===== config.mk =====
export PLATFORM = sky130hd
export DESIGN_NAME = self_test_monitor
export DESIGN_NICKNAME = d
export VERILOG_FILES = /design/src/rtl/self_test_pkg.sv /design/src/rtl/stm_fifo.sv /design/src/rtl/self_test_monitor.sv
export SDC_FILE = /design/constraint.sdc
export NUM_CORES = 1
export LEC_CHECK = 0
export CORE_MARGIN = 2
export CORE_UTILIZATION = 52
export DETAILED_ROUTE_END_ITERATION = 16
export HOLD_SLACK_MARGIN = 0.1
export PLACE_DENSITY = 0.84
export SLEW_MARGIN = 40
export SYNTH_ARGS = -nofsm -noshare
export SYNTH_HDL_FRONTEND = slang
export SYNTH_SLANG_ARGS = --single-unit

===== constraint.sdc =====
create_clock -name CLK -period 7.8 [get_ports CLK]
set_clock_uncertainty 0.2 [all_clocks]
set_input_delay 0.78 -clock CLK [delete_from_list [all_inputs] [get_ports CLK]]
set_output_delay 0.78 -clock CLK [all_outputs]
set_load 0.02 [all_outputs]

===== src/rtl/self_test_pkg.sv =====
// Shared types and constants for the self-test monitor.
package self_test_pkg;

    typedef enum logic [1:0] {
        RUN   = 2'd0,
        DRAIN = 2'd1,
        DONE  = 2'd2
    } stm_state_t;

    typedef enum logic [1:0] {
        NONE    = 2'd0,
        PASS    = 2'd1,
        FAIL    = 2'd2,
        TIMEOUT = 2'd3
    } stm_verdict_t;

    // Value the test program leaves in x28 when every test passed.
    localparam logic [31:0] PASS_VALUE = 32'h1;

    // Failing test index encoded by the test program as 2*n+1.
    function automatic logic [30:0] failing_test(input logic [31:0] reg_val);
        logic [31:0] dec;
        dec = reg_val - 32'd1;
        return dec[31:1];
    endfunction

endpackage


===== src/rtl/stm_fifo.sv =====
// Synchronous FIFO for console bytes. The head entry is presented through
// registered outputs; a push into an empty FIFO (or onto a FIFO that is about
// to expose the pushed slot) is forwarded straight into the head register.
// DEPTH must be a power of two so the pointers wrap naturally.
module stm_fifo #(
    parameter int WIDTH = 10,
    parameter int DEPTH = 8
) (
    input  logic             CLK,
    input  logic             nRST,
    input  logic             push_i,
    input  logic [WIDTH-1:0] push_data_i,
    input  logic             pop_i,
    output logic             push_ok_o,
    output logic             drop_o,
    output logic             empty_o,
    output logic             valid_o,
    output logic [WIDTH-1:0] data_o
);

    localparam int          AW         = $clog2(DEPTH);
    localparam logic [AW:0] FULL_COUNT = (AW+1)'(DEPTH);

    logic [WIDTH-1:0] mem [DEPTH];
    logic [AW-1:0]    wr_ptr_q, wr_ptr_d;
    logic [AW-1:0]    rd_ptr_q, rd_ptr_d;
    logic [AW:0]      count_q, count_d;
    logic             valid_q, valid_d;
    logic [WIDTH-1:0] head_q, head_d;
    logic             full;
    logic             pop_ok;

    // Accept/drop decision, pointer and occupancy update, next head entry.
    always_comb begin
        full      = (count_q == FULL_COUNT);
        pop_ok    = pop_i && valid_q;
        // A full FIFO still takes a push when the head leaves in the same cycle.
        push_ok_o = push_i && (!full || pop_ok);
        drop_o    = push_i && full && !pop_ok;

        wr_ptr_d  = push_ok_o ? (wr_ptr_q + AW'(1)) : wr_ptr_q;
        rd_ptr_d  = pop_ok    ? (rd_ptr_q + AW'(1)) : rd_ptr_q;

        count_d = count_q;
        if (push_ok_o && !pop_ok) begin
            count_d = count_q + (AW+1)'(1);
        end else if (!push_ok_o && pop_ok) begin
            count_d = count_q - (AW+1)'(1);
        end

        valid_d = (count_d != '0);
        // The slot being written this cycle is not yet in the array.
        if (push_ok_o && (wr_ptr_q == rd_ptr_d)) begin
            head_d = push_data_i;
        end else begin
            head_d = mem[rd_ptr_d];
        end
    end

    // Storage array: written on accepted pushes only, no reset so it maps to RAM.
    always_ff @(posedge CLK) begin
        if (push_ok_o) begin
            mem[wr_ptr_q] <= push_data_i;
        end
    end

    // Pointers, occupancy and the registered head.
    always_ff @(posedge CLK) begin
        if (!nRST) begin
            wr_ptr_q <= '0;
            rd_ptr_q <= '0;
            count_q  <= '0;
            valid_q  <= 1'b0;
            head_q   <= '0;
        end else begin
            wr_ptr_q <= wr_ptr_d;
            rd_ptr_q <= rd_ptr_d;
            count_q  <= count_d;
            valid_q  <= valid_d;
            head_q   <= head_d;
        end
    end

    assign empty_o = (count_q == '0);
    assign valid_o = valid_q;
    assign data_o  = head_q;

endmodule


===== src/rtl/self_test_monitor.sv =====
// Self-test monitor: snoops console writes on the core bus into a FIFO and
// latches a pass/fail/timeout verdict on core halt or cycle timeout.
// Optional console checksum is built only when STM_CHECKSUM_EN is defined.
module self_test_monitor
    import self_test_pkg::*;
#(
    parameter logic [31:0] CONSOLE_BASE   = 32'h0000_0000,
    parameter int          NCHAN          = 1,
    parameter int          BYTE_LANE      = 3,
    parameter int          FIFO_DEPTH     = 8,
    parameter int          TIMEOUT_CYCLES = 50000,
    parameter int          CNT_W          = 32
) (
    input  logic                                        CLK,
    input  logic                                        nRST,
    input  logic [31:0]                                 bus_addr,
    input  logic                                        bus_wen,
    input  logic                                        bus_busy,
    input  logic [3:0]                                  bus_byte_en,
    input  logic [31:0]                                 bus_wdata,
    input  logic                                        halt_i,
    input  logic [31:0]                                 test_reg_i,
    output logic                                        con_valid,
    input  logic                                        con_ready,
    output logic [((NCHAN > 1) ? $clog2(NCHAN) : 1)-1:0] con_chan,
    output logic [7:0]                                  con_data,
    output logic                                        done,
    output logic                                        pass,
    output logic                                        fail,
    output logic                                        timeout,
    output logic [30:0]                                 fail_test,
    output logic [CNT_W-1:0]                            cycle_count,
    output logic                                        overflow,
    output logic [7:0]                                  checksum
);

    localparam int               CHW          = (NCHAN > 1) ? $clog2(NCHAN) : 1;
    localparam int               EW           = CHW + 8;
    localparam logic [CNT_W-1:0] TIMEOUT_LAST = CNT_W'(TIMEOUT_CYCLES - 1);

    stm_state_t       state_q, state_d;
    stm_verdict_t     verdict_q, verdict_d;
    logic [30:0]      fail_test_q, fail_test_d;
    logic [CNT_W-1:0] cycle_count_q, cycle_count_d;
    logic             done_q, done_d;
    logic             overflow_q, overflow_d;

    logic [NCHAN-1:0] chan_hit;
    logic             push_req;
    logic [CHW-1:0]   push_chan;
    logic [7:0]       push_char;
    logic             fifo_push_ok;
    logic             fifo_drop;
    logic             fifo_empty;
    logic             fifo_valid;
    logic [EW-1:0]    fifo_head;

    // One exact-address comparator per console channel (alignment is implied).
    genvar gi;
    for (gi = 0; gi < NCHAN; gi++) begin : g_chan
        assign chan_hit[gi] = (bus_addr == (CONSOLE_BASE + 32'(4 * gi)));
    end

    // Completed console write while running becomes a FIFO push request.
    always_comb begin
        push_chan = '0;
        for (int i = 0; i < NCHAN; i++) begin
            if (chan_hit[i]) begin
                push_chan = CHW'(i);
            end
        end
        push_char = bus_wdata[8*BYTE_LANE +: 8];
        push_req  = (state_q == RUN) && bus_wen && !bus_busy
                    && bus_byte_en[BYTE_LANE] && (|chan_hit);
    end

    stm_fifo #(
        .WIDTH (EW),
        .DEPTH (FIFO_DEPTH)
    ) u_fifo (
        .CLK         (CLK),
        .nRST        (nRST),
        .push_i      (push_req),
        .push_data_i ({push_chan, push_char}),
        .pop_i       (con_ready),
        .push_ok_o   (fifo_push_ok),
        .drop_o      (fifo_drop),
        .empty_o     (fifo_empty),
        .valid_o     (fifo_valid),
        .data_o      (fifo_head)
    );

    // Next-state logic: run counter, verdict capture, drain and completion.
    always_comb begin
        state_d       = state_q;
        verdict_d     = verdict_q;
        fail_test_d   = fail_test_q;
        cycle_count_d = cycle_count_q;
        done_d        = done_q;
        overflow_d    = overflow_q | fifo_drop;

        case (state_q)
            RUN: begin
                if (cycle_count_q != '1) begin
                    cycle_count_d = cycle_count_q + CNT_W'(1);
                end
                // Halt takes priority over a timeout falling in the same cycle.
                if (halt_i) begin
                    state_d = DRAIN;
                    if (test_reg_i == PASS_VALUE) begin
                        verdict_d = PASS;
                    end else begin
                        verdict_d   = FAIL;
                        fail_test_d = failing_test(test_reg_i);
                    end
                end else if (cycle_count_q == TIMEOUT_LAST) begin
                    state_d   = DRAIN;
                    verdict_d = TIMEOUT;
                end
            end
            DRAIN: begin
                if (fifo_empty) begin
                    state_d = DONE;
                    done_d  = 1'b1;
                end
            end
            DONE: begin
                done_d = 1'b1;
            end
            default: begin
                state_d = RUN;
            end
        endcase
    end

    // Monitor state registers.
    always_ff @(posedge CLK) begin
        if (!nRST) begin
            state_q       <= RUN;
            verdict_q     <= NONE;
            fail_test_q   <= '0;
            cycle_count_q <= '0;
            done_q        <= 1'b0;
            overflow_q    <= 1'b0;
        end else begin
            state_q       <= state_d;
            verdict_q     <= verdict_d;
            fail_test_q   <= fail_test_d;
            cycle_count_q <= cycle_count_d;
            done_q        <= done_d;
            overflow_q    <= overflow_d;
        end
    end

`ifdef STM_CHECKSUM_EN
    logic [7:0] checksum_q, checksum_d;

    // Running negated sum: -(s + b) == -s - b, so subtract each accepted byte.
    always_comb begin
        checksum_d = checksum_q;
        if (fifo_push_ok) begin
            checksum_d = checksum_q - push_char;
        end
    end

    // Checksum register.
    always_ff @(posedge CLK) begin
        if (!nRST) begin
            checksum_q <= 8'h00;
        end else begin
            checksum_q <= checksum_d;
        end
    end

    assign checksum = checksum_q;
`else
    assign checksum = 8'h00;
`endif

    assign con_valid   = fifo_valid;
    assign con_chan    = fifo_head[8 +: CHW];
    assign con_data    = fifo_head[7:0];
    assign done        = done_q;
    assign pass        = (verdict_q == PASS);
    assign fail        = (verdict_q == FAIL);
    assign timeout     = (verdict_q == TIMEOUT);
    assign fail_test   = fail_test_q;
    assign cycle_count = cycle_count_q;
    assign overflow    = overflow_q;

    // Bus bits outside the character lane are intentionally ignored.
    logic unused_bits;
    assign unused_bits = ^{bus_wdata, bus_byte_en, fifo_push_ok};

endmodule

==> flow_summary.toml, run 1 <==
[worst_setup_path]
cpMostUsedCell = "nand4_1"
slowest_delay_ns = 0.69
path_cells = "clkdlybuf4s50_1 > nor4_1 > nand4_1 > nor4_4 > nand4_1 > o21ai_0 > a21oi_1"
start_kind = "input pin"
critPathCaptureType = "flip-flop"
critical_path.startpoint = "bus_addr[8]"
rrSetupSlack_ns = 4.59
worstSetupPathType = "in -> reg"
arrival_ns = 3.63
crit_slowest_cell = "nand4_1"
endpoint = "u_fifo.data_o[1]"
worstPathRequired_ns = 7.86
r2r_start = "u_fifo.count_q[0]"
r2r_cells = 7
r2r-end = "u_fifo.data_o[1]"
critPathMaxFanout = 16

[sta]
final_hold_viol_count = 0
worst_pin_slew_ns = 0.793
finalCriticalPeriod_ns = 3.56
drv_slew = 0
rsz0062_at_grt = "no"
tns_ns = 0
fin_crit_sh = 0.457
finalHoldWorstSlack_ns = 0.265
slew-limit-headroom = 0.469
max_freq_mhz = 281
setup-violations-final = 0

[global_route]
grt_start_max_net_pins = 63
antenna_found_initial = 0
track_usage = 0.239
grt_pass1_wl_mm = 27.0
grt-ovfl-total = 0
grt_pass1_vias = 5513

[yosys]
synth_top_area_share = 0.272
ys.flop_type = "dfxtp_1"
synth_top_family_by_area = "simple AND/OR/NAND/NOR gates"
synth.avg_cell_area_sq_um = 11.1
synth_area_sq_um = 7060
synth-xor-area-share = 0.0767
synth.area.top_cells = "edfxtp_1, dfxtp_1, xnor2_1"
synth_compound_area_frac = 0.102
synth_top_area_cell = "edfxtp_1"
synth_mux_area_frac = 0.0734
ys_types = 62
synth_simple_gate_area_frac = 0.176
ys_warn_count = 0
ys_ff_latch = 152
seq_area_frac_synth = 0.522
postSynth.asyncResetShare = 0
yosys.area_share.adder = 0.0124
synth_edf_count = 64
syn_inst = 634

[final_layout]
nets = 898
num_antenna_cells = 0
area_growth_pct = 31.1
layout_common_cells = "clkdlybuf4s50_1, dfxtp_1, nor2_1, edfxtp_1, xnor2_1"
final_common_cell = "clkdlybuf4s50_1"
final_cells = 974
layout-drive-gt1-share = 0.0965

[placement]
gp_congestion = 0.867
port_buffers = 155
hpwl_mm = 11.6
place_inst = 942

[power]
vdd_drop_max_mv = 0.143
power_density_nw_per_um2 = 238
p_leak_nw = 3.12

[routing]
dr.pass1.iters = 5
vias_per_cell = 5.79
wl_per_cell_um = 17.4
vias = 5635
final_antenna_net_count = 0
detail_route.iter0.violations = 341
drcViolationCount = 0
wirelength_mm = 16.9

[flow_run]
max_cap_viol_count = 0

[floorplanning]
core-area_sq_um = 13200
io_pins = 192
die-area_sq_um = 14500
die_w_um = 121
start_util = 0.533
die_h_um = 121
rows = 42

[cts]
clk_pin_slew_ns = 0.06
post_cts_buffers = 0
cts_resized = 0
htreeDepth = 4
cts_made_buffers = 17
ctsLongestPathBuffers = 2
cts_hold_buf = 0
clock-sinks = 152
clk_latency_ns = 0.42
cts-root-buf = "clkbuf_16"
cts_tree = "built"

[run_status]
outcome = "finished, final reports clean"

[worst_hold_path]
worstHoldPathType = "reg -> reg"
synth_stat cells, drive strengths merged, types with 10 or more instances:
cell type  number
a211oi         14
a21oi          34
buf            24
clkbuf         13
dfxtp          88
edfxtp         64
inv            10
mux2i          15
mux4           16
nand2          27
nand3          18
nand4          12
nor2           70
nor3           18
nor4           28
o21ai          31
xnor2          45
xor2           16
critical path: cells and delay by family:
family          cells  cell delay, ns
buf+inv             1            0.40
compound gates      2            0.57
simple gates        4            1.87
through the flow:
| stage | utilization | power (mW) | setup slack [ns] | cell area [sq um] |
|---|---|---|---|---|
| global route | 0.699 | 2.30 | 4.11 | 9260 |
| finish | 0.699 | 2.20 | 4.24 | 9260 |
| global placement | 0.656 | 1.45 | 3.97 | 8680 |
| floorplan | - | 1.27 | 4.71 | 7090 |
| detailed placement | 0.657 | 1.47 | 3.83 | 8700 |
| CTS | 0.698 | 2.22 | 4.27 | 9250 |
worst min path at each step:
stage / start / endpoint / slack [ns] / depth (start not counted)
finish: overflow / overflow / 0.27 / 2
global route: done / done / 0.30 / 1
CTS: overflow / overflow / 0.27 / 2
detailed placement: overflow / overflow / 0.26 / 2
global placement: done / done / 0.24 / 1
floorplan: state_q[1] / state_q[1] / 0.29 / 2
layer usage:
layer / vias up / track usage / part of all wire
met5: - / 0 / 0
met4: 0 / 0.111 / 0.023
met3: 33 / 0.0632 / 0.077
met1: 2696 / 0.291 / 0.40
li1: 2654 / - / -
met2: 252 / 0.395 / 0.50
state kept, by name, indices dropped and copies added (netlist names):
signal,count
u_fifo.mem,64
u_fifo.data_o,8
state_q,2
fail_test,31
cycle_count,32
u_fifo.rd_ptr_q,3
verdict_q,2
done,1
overflow,1
u_fifo.count_q,4
u_fifo.wr_ptr_q,3
u_fifo.valid_o,1
area by class of cell:
type / instances / area [sq um]
clock buffer: 18 / 429
clock inverter: 14 / 116
fill: 977 / 3990
inverter: 10 / 40.0
multi-input combinational: 443 / 3170
sequential: 152 / 3680
tap: 176 / 220
timing repair buffer: 161 / 1600
cell families (layout without fill, tap and decap cells):
group,after synthesis,count (layout)
fa+ha+maj,7,7
xor+xnor,61,61
compound gates,112,112
simple gates,223,223
flops,152,152
other cells,1,9
mux,31,31
buf+inv,47,203
power by group:
| group | total, mW | leakage (nW) | switching [mW] | internal (mW) |
|---|---|---|---|---|
| Combinational | 0.519 | 1.56 | 0.265 | 0.254 |
| Clock | 0.750 | 0.263 | 0.336 | 0.415 |
| Sequential | 0.935 | 1.30 | 0.0462 | 0.888 |
| Total | 2.20 | 3.12 | 0.647 | 1.56 |
(Power assumes the default switching activity.)
==> run 2: changes to the inputs <==
--- a/config.mk
+++ b/config.mk
@@ -6,10 +6,10 @@
 export NUM_CORES = 1
 export LEC_CHECK = 0
 export CORE_MARGIN = 2
-export CORE_UTILIZATION = 52
+export CORE_UTILIZATION = 44
 export DETAILED_ROUTE_END_ITERATION = 16
 export HOLD_SLACK_MARGIN = 0.1
-export PLACE_DENSITY = 0.84
+export PLACE_DENSITY = 0.76
 export SLEW_MARGIN = 40
 export SYNTH_ARGS = -nofsm -noshare
 export SYNTH_HDL_FRONTEND = slang
==> constraint.sdc (replaced) <==
create_clock -name CLK -period 3.1 [get_ports CLK]
set_clock_uncertainty 0.2 [all_clocks]
set_input_delay 0.31 -clock CLK [delete_from_list [all_inputs] [get_ports CLK]]
set_output_delay 0.31 -clock CLK [all_outputs]
set_load 0.02 [all_outputs]
==> run 2 against run 1 <==
Net effect: sequential power rose to 2.5 times the previous value; cell count increased by 6.2%; largest power group unchanged; flip-flop and latch count did not move; first-iteration DRC count increased by 20%.
==> flow_summary.toml, run 2 (same netlist as run 1, synthesis figures left out) <==
[routing]
wl_per_cell_um = 16.7
wirelength_mm = 17.2
drcViolationCount = 0
dr.pass1.iters = 5
detail_route.iter0.violations = 410
final_antenna_net_count = 0
vias_per_cell = 5.44
vias = 5629

[floorplanning]
start_util = 0.448
die_h_um = 131
io_pins = 192
core-area_sq_um = 15800
die-area_sq_um = 17100
die_w_um = 131
rows = 46

[final_layout]
nets = 918
top_register = "u_fifo.mem"
area_growth_pct = 34.8
final_common_cell = "clkdlybuf4s50_1"
layout_common_cells = "clkdlybuf4s50_1, dfxtp_1, nor2_1, edfxtp_1, xnor2_1"
final_util = 0.603
layout-drive-gt1-share = 0.114
num_antenna_cells = 0
nFillCells = 1237
largest_reg_flops = 64
final_area_sq_um = 9520

[cts]
cts-root-buf = "clkbuf_16"
cts_resized = 0
cts_made_buffers = 17
htreeDepth = 4
clk_pin_slew_ns = 0.06
cts_hold_buf = 0
cts_tree = "built"
post_cts_buffers = 0
clock-sinks = 152
clk_latency_ns = 0.42
ctsLongestPathBuffers = 2

[worst_hold_path]
hold_depth = 2
worstHoldPathType = "reg -> reg"

[sta]
finalCriticalPeriod_ns = 2.65
fin_crit_sh = 0.854
slew-limit-headroom = 0.554
final_hold_viol_count = 0
max_freq_mhz = 378
worst_pin_slew_ns = 0.668
setup-violations-final = 0
tns_ns = 0
rsz0062_at_grt = "no"
drv_slew = 0

[flow_run]
max_cap_viol_count = 0

[global_route]
track_usage = 0.200
grt-ovfl-total = 0
antenna_found_initial = 0
grt_pass1_vias = 5402
grt_pass1_wl_mm = 26.7
grt_start_max_net_pins = 63

[power]
power_density_nw_per_um2 = 607
p_leak_nw = 3.25
vdd_drop_max_mv = 0.390

[worst_setup_path]
worstPathRequired_ns = 3.18
arrival_ns = 2.72
start_kind = "flip-flop"
r2r_cells = 7
r2r_start = "cycle_count[1]"
critPathMaxFanout = 10
critPathCaptureType = "flip-flop"
worstSetupPathType = "reg -> reg"
r2r-end = "cycle_count[31]"
rrSetupSlack_ns = 0.45
endpoint = "cycle_count[31]"
critical_path.startpoint = "cycle_count[1]"

[placement]
gp_congestion = 0.893
port_buffers = 155
hpwl_mm = 12.2
dpl_cell_area_sq_um = 8910

[run_status]
outcome = "finished, final reports clean"
-- run 2: layout make-up --
cell class              instances  area (sq um)  share of cell area
well taps                     216           270              0.0284
flip-flops and latches        152          3680               0.387
repair buffers                181          1760               0.185
clock inverters                11          93.8             0.00986
clock buffers                  21           514              0.0540
multi-input cells             443          3160               0.332
inverters                      10          37.5             0.00394
-- run 2: routing by layer --
| metal | vias to the layer above | track usage | part of all wire |
|---|---|---|---|
| li1 | 2702 | - | - |
| met1 | 2684 | 0.247 | 0.42 |
| met2 | 216 | 0.336 | 0.50 |
| met3 | 27 | 0.0546 | 0.071 |
| met4 | 0 | 0.0732 | 0.016 |
| met5 | - | 0 | 0 |
-- run 2: worst min path at each step --
| stage | to | start | slack [ns] |
|---|---|---|---|
| after floorplan | u_fifo.mem[0][0] | bus_wdata[24] | 0.21 |
| after global placement | overflow | overflow | 0.25 |
| after detailed placement | overflow | overflow | 0.26 |
| after CTS | overflow | overflow | 0.28 |
| after global routing | fail_test[4] | fail_test[4] | 0.32 |
| final | overflow | overflow | 0.27 |
-- run 2: worst max-delay path, cell delays in order, from the launching register on --
cell and delay [ns]:
dfxtp_1 0.43, ha_1 0.21, nand3_1 0.23, nor3_1 0.29, nand3_1 0.35, o211ai_1 0.55, or3_1 0.18, a21oi_1 0.06
-- run 2: stage by stage --
| step | worst slack [ns] | cells | power, mW | hold WS, ns |
|---|---|---|---|---|
| 6_report | 0.452 | 1034 | 5.77 | 0.273 |
| 5_1_grt | 0.132 | 1034 | 6.02 | 0.318 |
| 4_1_cts | 0.436 | 1034 | 5.82 | 0.280 |
| 3_5_place_dp | 0.162 | 1002 | 3.73 | 0.262 |
| 3_3_place_gp | 0.00627 | 1002 | 3.67 | 0.249 |
| 2_1_floorplan | 0.408 | 642 | 3.21 | 0.209 |
-- run 2: report_power, final --
part           internal (mW)  leakage [nW]  switching [mW]
Combinational          0.670          1.66           0.673
Clock                   1.21         0.299           0.863
Sequential              2.24          1.30           0.119
Total                   4.12          3.25            1.66
